**src/rtl/mem_access_ctrl.sv**
```systemverilog
// -----------------------------------------------------------------------------
// mem_access_ctrl
//   Sequences the CPU's single memory port through MAR/MDR. Two requesters
//   (instruction fetch, data load/store) share the port. The winner's address,
//   rw and store data are latched in IDLE. The memory cycle then runs for a
//   fixed WAIT_CYC+1 cycles. In DONE the winner sees a one-cycle done pulse
//   with MDR on its rdata bus.
//
// Configuration macro:
//   MEM_ACC_RR_EN  defined   : round-robin arbitration. On a simultaneous
//                              request the requester that was not served last
//                              wins.
//                  undefined : fixed priority, data over fetch.
//
// Parameters:
//   ADDR_W    width of MAR / memory address
//   DATA_W    width of MDR / memory data
//   WAIT_CYC  extra memory cycles before read data is valid (0..15)
//
// Ports:
//   clk          system clock, rising edge
//   rst_n        asynchronous active-low reset
//   fetch_req    fetch read request, level, held until fetch_done
//   fetch_addr   fetch address
//   fetch_done   1-cycle pulse, fetch_rdata valid
//   fetch_rdata  MDR contents
//   data_req     data request, level, held until data_done
//   data_rw      0 = read, 1 = write
//   data_addr    load/store address
//   data_wdata   store data
//   data_done    1-cycle pulse, access complete / data_rdata valid
//   data_rdata   MDR contents
//   mem_en       memory cycle active
//   mem_rw       0 = read, 1 = write (gated by mem_en)
//   mem_addr     MAR contents
//   mem_wdata    MDR contents
//   mem_rdata    memory read data, sampled on the last ACCESS cycle
//   busy         controller not in IDLE
//
// state  | meaning
// -------+-------------------------------------------------------------
// IDLE   | waiting for a request; arbitrates and latches MAR/rw/MDR
// ACCESS | memory cycle in progress, WAIT_CYC+1 cycles long
// DONE   | owner's done pulses for one cycle, rdata = MDR
// -----------------------------------------------------------------------------
module mem_access_ctrl #(
   parameter int ADDR_W   = 16,
   parameter int DATA_W   = 16,
   parameter int WAIT_CYC = 1
) (
   input  logic              clk,
   input  logic              rst_n,
   input  logic              fetch_req,
   input  logic [ADDR_W-1:0] fetch_addr,
   output logic              fetch_done,
   output logic [DATA_W-1:0] fetch_rdata,
   input  logic              data_req,
   input  logic              data_rw,
   input  logic [ADDR_W-1:0] data_addr,
   input  logic [DATA_W-1:0] data_wdata,
   output logic              data_done,
   output logic [DATA_W-1:0] data_rdata,
   output logic              mem_en,
   output logic              mem_rw,
   output logic [ADDR_W-1:0] mem_addr,
   output logic [DATA_W-1:0] mem_wdata,
   input  logic [DATA_W-1:0] mem_rdata,
   output logic              busy
);

   typedef enum logic [1:0] {
      ST_IDLE   = 2'd0,
      ST_ACCESS = 2'd1,
      ST_DONE   = 2'd2
   } state_t;

   localparam logic       OWN_FETCH = 1'b0;
   localparam logic       OWN_DATA  = 1'b1;
   localparam logic [3:0] WAIT_LAST = 4'(WAIT_CYC);

   state_t            state_q, state_d;
   logic [ADDR_W-1:0] mar_q, mar_d;
   logic [DATA_W-1:0] mdr_q, mdr_d;
   logic [3:0]        cnt_q, cnt_d;
   logic              rw_q, rw_d;
   logic              owner_q, owner_d;
   logic              grant_data;

`ifdef MEM_ACC_RR_EN
   // On a tie, whoever was not served last goes next; a lone request always wins.
   always_comb begin
      grant_data = data_req;
      if (data_req && fetch_req) begin
         grant_data = (owner_q == OWN_FETCH);
      end
   end
`else
   assign grant_data = data_req;
`endif

   always_ff @(posedge clk or negedge rst_n) begin
      if (!rst_n) begin
         state_q <= ST_IDLE;
         mar_q   <= '0;
         mdr_q   <= '0;
         cnt_q   <= '0;
         rw_q    <= 1'b0;
         owner_q <= OWN_FETCH;
      end else begin
         state_q <= state_d;
         mar_q   <= mar_d;
         mdr_q   <= mdr_d;
         cnt_q   <= cnt_d;
         rw_q    <= rw_d;
         owner_q <= owner_d;
      end
   end

   always_comb begin
      state_d = state_q;
      mar_d   = mar_q;
      mdr_d   = mdr_q;
      cnt_d   = cnt_q;
      rw_d    = rw_q;
      owner_d = owner_q;
      case (state_q)
         ST_IDLE: begin
            if (data_req || fetch_req) begin
               cnt_d   = '0;
               state_d = ST_ACCESS;
               if (grant_data) begin
                  owner_d = OWN_DATA;
                  mar_d   = data_addr;
                  rw_d    = data_rw;
                  if (data_rw) begin
                     mdr_d = data_wdata;
                  end
               end else begin
                  owner_d = OWN_FETCH;
                  mar_d   = fetch_addr;
                  rw_d    = 1'b0;
               end
            end
         end
         ST_ACCESS: begin
            cnt_d = cnt_q + 4'd1;
            if (cnt_q == WAIT_LAST) begin
               if (!rw_q) begin
                  mdr_d = mem_rdata;
               end
               state_d = ST_DONE;
            end
         end
         ST_DONE: begin
            state_d = ST_IDLE;
         end
         default: begin
            state_d = ST_IDLE;
         end
      endcase
   end

   // Outputs decode straight from state so an async reset drops mem_en at once.
   always_comb begin
      mem_en     = (state_q == ST_ACCESS);
      mem_rw     = (state_q == ST_ACCESS) && rw_q;
      fetch_done = (state_q == ST_DONE) && (owner_q == OWN_FETCH);
      data_done  = (state_q == ST_DONE) && (owner_q == OWN_DATA);
      busy       = (state_q != ST_IDLE);
   end

   assign mem_addr    = mar_q;
   assign mem_wdata   = mdr_q;
   assign fetch_rdata = mdr_q;
   assign data_rdata  = mdr_q;

endmodule
```
**config.mk**
```make
export PLATFORM = sky130hd
export DESIGN_NAME = mem_access_ctrl
export DESIGN_NICKNAME = d
export VERILOG_FILES = /design/src/rtl/mem_access_ctrl.sv
export SDC_FILE = /design/constraint.sdc
export NUM_CORES = 1
export LEC_CHECK = 0
export BUFFER_PORTS_ARGS = -buffer_cell sky130_fd_sc_hd__buf_2
export CAP_MARGIN = 5
export CORE_UTILIZATION = 45
export CTS_CLUSTER_SIZE = 20
export DETAILED_ROUTE_END_ITERATION = 8
export PLACE_DENSITY = 0.83
export SLEW_MARGIN = 0
export SYNTH_ARGS = -nofsm -noshare
export SYNTH_HDL_FRONTEND = slang
export SYNTH_SLANG_ARGS = --single-unit
```
**constraint.sdc**
```tcl
create_clock -name clk -period 5.31 [get_ports clk]
set_input_delay 1.3275 -clock clk [delete_from_list [all_inputs] [get_ports clk]]
set_output_delay 1.3275 -clock clk [all_outputs]
set_load 0.05 [all_outputs]
```
# --- Word-level counts from Yosys, hierarchy flattened ---
# Cells that the tools add are included.
word_totals:
  ff_bits: 40
  inputBits: 69
  output_inout_bits: 69
  wordCells: 41
classes:
  n_addsub: 1
  n_eq_ne: 8
  muxes: 14
  bitwise: 1
  n_reduce_logical: 11
op_table:
  columns: ["op", "n"]
  rows:
  - ["$mux W16", 6]
  - ["$pmux W16 S2", 1]
  - ["$ne A2 B2 Y1 const B", 4]
  - ["$pmux W4 S2", 1]
  - ["$reduce_and A2 Y1", 3]
  - ["$reduce_and A6 Y1", 1]
  - ["$add A4 B1 Y4 const B", 1]
  - ["$eq A4 B1 Y1 const B", 1]
  - ["$mux W2", 2]
  - ["$mux W4", 1]
  - ["$pmux W2 S2", 1]
  - ["$reduce_bool A2 Y1", 2]
  - ["$logic_and A1 B1 Y1", 3]
  - ["$eq A2 B1 Y1 const B", 1]
  - ["$eq A2 B2 Y1 const B", 1]
  - ["$logic_not A2 Y1", 1]
  - ["$mux W1", 2]
  - ["$ne A2 B1 Y1 const B", 1]
  - ["$logic_or A1 B1 Y1", 1]
  - ["$not A1 Y1", 1]

# --- Logic depth before layout (Yosys ltp) ---
logic_depth:
  word_depth: 4
  depth_mapped: 6
  ltp_nobuf: 5

# --- Worst setup path after synthesis ---
# Ideal clock, no wire load.
synth_path:
  path_kind: "register to output"
  from: "register state_q[0]"
  to: "output port fetch_done"
  arrival_time_ns: 1.578
  t_required_ns: 3.983
  path_slack_ns: 2.404
  stages_incl_launch_ff: 2
  path_buffers: 0
  cell_sequence: "dfrtp_1 nor3b_1"
synth_between:
  elab_chain_cells: 2
synth_lines:
  columns: ["item", "line_no", "source"]
  rows:
  - ["start, declared", "81", "state_t state_q, state_d;"]
  - ["start signal, assigned", "110", "state_q <= state_d;"]
  - ["$eq A2 B2 Y1", "167", "fetch_done = (state_q == ST_DONE) && (owner_q == OWN_FETCH);"]
  - ["$logic_and A1 B1 Y1", "167", null]
  - ["end, declared", "55", "output logic fetch_done,"]
# Every way passes these cells.

# --- Worst setup path after layout ---
layout_path:
  from: "register state_q[1]"
  to: "output port mem_en"
layout_between:
  elab_chain_cells: 1
layout_lines:
  columns: ["item", "line_no", "source"]
  rows:
  - ["$eq A2 B1 Y1", "165", "mem_en = (state_q == ST_ACCESS);"]
  - ["end, declared", "63", "output logic mem_en,"]
# Every way passes these cells.

==> results.py <==
metrics = {
    "outcome": {
        "status": "finished, final reports clean",
    },
    "timing": {
        "finalHoldViolCount": 0,
        "worst_slew_margin_rel_pct": 32.6,
        "report.final.setup_viol": 0,
        "rsz0062_at_grt": "no",
        "maxSlewViolCount": 0,
        "setup_total_negative_slack_ns": 0,
        "crit_path_time_final_ns": 3.04,
        "f_max_ghz": 0.329,
        "clock-skew-final_ns": 0.00575,
        "post-route-period-util_pct": 57.2,
        "worstMarginPinSlew_ns": 1.01,
    },
    "floorplan": {
        "io-pin-count": 138,
        "initial_core_util_pct": 47.5,
        "die_y_um": 73.1,
        "dieWidth_um": 73.1,
        "dieArea_um2": 5340,
        "floorplan.rows": 25,
        "coreArea_um2": 4790,
    },
    "synthesis": {
        "complex_gate_fraction_of_the_synthesized_area_pct": 3.03,
        "ys_dominant_reg_cell": "dfrtp_1",
        "ys_ff_latch": 40,
        "postSynthCellCount": 175,
        "dominant_combinational_cell_family_by_area_after_synthesis": "multiplexers",
        "synth_fp_nets": 246,
        "yosysUniqueCellTypes": 27,
        "muxShareOfSynthArea_pct": 33.4,
        "post_synth_instance_area_um2": 2270,
        "post-synth-top-count-cell": "mux2_2",
        "adder_and_majority_cell_fraction_of_the_synthesized_area_pct": 1.10,
        "ys_top_cells_by_count": "mux2_2 (53), dfrtp_1 (40), buf_4 (33), mux2_4 (10)",
        "netlist.top_cell.by_area": "dfrtp_1",
        "synthSimpleGateAreaFrac_pct": 4.13,
        "syn-mean-instance-area_um2": 13.0,
        "synth-async-reset-ratio_pct": 100,
        "ys_warn_count": 0,
        "post-synth-top-area-fraction_pct": 44.0,
        "synth-edff-count": 0,
        "synth_xor_xnor_area_share_pct": 0.771,
        "synthTopCellsByArea": "dfrtp_1 (44%), mux2_2 (26%), buf_4 (11%)",
        "seq_area_frac_synth_pct": 44.0,
    },
    "grt": {
        "track_usage_pct": 18.0,
        "first_global_vias": 1597,
        "pin_count_of_the_biggest_net_entering_global_routing": 41,
        "initial_antenna_violation_count": 0,
        "overflow": 0,
        "global_route_wire_length_before_repair_um": 7210,
    },
    "worst_hold_path": {
        "hold_path_class": "flop to flop",
    },
    "clock_network": {
        "clock_latency_late_sink_ns": 0.28,
        "cts_sinks": 40,
        "cts-resized-gates": 0,
        "cell_at_the_root_of_the_clock_tree": "clkbuf_8",
        "cts.htree.levels": 2,
        "cts.repair_timing.setup_buffer_count": 0,
        "cts.reportedPaths.clkPinSlew_ns": 0.07,
        "ctsLongestPathBuffers": 2,
        "hold_buf_cts": 0,
        "clock_tree_from_tritoncts": "yes",
        "cts_made_buffers": 5,
    },
    "setup_path": {
        "cp_data_required_time_ns": 3.98,
        "path_cells": "nand2b_1 > inv_4 > buf_2",
        "worstPathMaxFanout": 19,
        "worst_path_max_delay_cell": "dfrtp_1",
        "setup_crit_end_kind": "output port",
        "worst_setup_path_start_kind": "flop",
        "path_type_of_the_worst_setup_path": "flop to output port",
        "arrival_ns": 1.71,
        "slowest_delay_ns": 0.42,
    },
    "routing": {
        "number_of_vias_per_cell": 4.65,
        "routed_wl_um": 4650,
        "remaining_drc_errors": 0,
        "vias": 1615,
        "drtIter0Drc": 70,
        "antenna_violating_nets_post_route": 0,
        "firstDrtPassIters": 4,
        "wl_per_cell_um": 13.4,
    },
    "flow_run": {
        "timing.max_cap.violations": 0,
    },
    "placement": {
        "gp_congestion": 0.739,
        "dp_hpwl_um": 3520,
        "place.port_buffers": 137,
    },
    "finish": {
        "design.final.nets": 351,
        "layout-drive-gt1-share_pct": 75.0,
        "antennaDiodeCount": 0,
        "flow.area_growth_from_synthesis_pct": 24.4,
    },
}
## path summary, 6_finish.rpt
check | end | start | cells past startpoint | slack, ns
hold / removal | mem_addr[13] | mem_addr[13] | 1 | 0.51
setup / recovery | mem_en | state_q[1] | 3 | 2.27
max in group asynchronous | data_rdata[11] | rst_n | 1 | 3.61
min in group asynchronous | mem_addr[0] | rst_n | 1 | 1.15
setup reg to reg | data_rdata[0] | cnt_q[1] | 5 | 2.95
hold reg to reg | mem_addr[13] | mem_addr[13] | 1 | 0.51
## registers in the layout, indices dropped and copies added (netlist names)
name / count
data_rdata: 16
mem_addr: 16
cnt_q: 4
state_q: 2
owner_q: 1
rw_q: 1
## critical path: cells and delay by family (launching register included)
family / cells / cell delay [ns]
buf+inv: 2 / 0.65
simple gates: 1 / 0.36
flops: 1 / 0.42
## cell type report
| type | instances | area [um^2] |
|---|---|---|
| inverters | 4 | 17.5 |
| well taps | 67 | 83.8 |
| clock inverters | 1 | 5.00 |
| clock buffers | 6 | 72.6 |
| fillers | 443 | 1960 |
| repair buffers | 137 | 686 |
| multi-input cells | 92 | 963 |
| flip-flops and latches | 40 | 1000 |
## logic make-up (layout without fill, tap and decap cells)
logic type / Yosys count / in the layout
buffers and inverters: 43 / 148
AND/OR/NAND/NOR: 16 / 16
multiplexers: 64 / 64
adder cells (fa/ha/maj): 2 / 2
XOR/XNOR: 2 / 2
AO/OA/AOI/OAI: 8 / 8
flip-flops: 40 / 40
## metal layers
metal,track usage (%),vias to the layer above,wire [um]
met2,31.6,50,2570
met1,20.7,775,1810
met4,8.28,0,80
li1,-,783,-
met3,4.14,7,186
met5,0,-,0
## layout by cell type (no fill, tap or decap)
master       n
buf_2      137
nand2b_1     2
nand3_1      1
o22ai_1      2
mux2_4      10
nor2_1       4
o21a_1       1
nand3b_1     1
mux2_2      53
clkinv_2     1
or3b_4       1
inv_1        3
clkbuf_1     1
a22o_1       1
mux2_1       1
nand2_1      4
inv_4        1
a21o_2       1
dfrtp_1     40
ha_1         2
nand4bb_1    1
clkbuf_8     5
nor3b_1      1
xor2_1       2
o31ai_4      1
o21ai_0      2
and3b_1      1
## per-stage QoR
step                      hold WS (ns)  util [%]  cell area, um^2  instances  setup slack, ns
after floorplan                  0.482         -             2270        175             2.40
final                            0.505      59.1             2830        347             2.27
after global routing             0.521      59.1             2830        347             2.15
after CTS                        0.507      59.1             2830        347             2.25
after detailed placement         0.491      57.5             2750        340             2.31
after global placement           0.487      57.5             2750        340             2.34
Power is not shown: default switching activity piles up to over one toggle a cycle in this logic, so the estimate is an artifact.
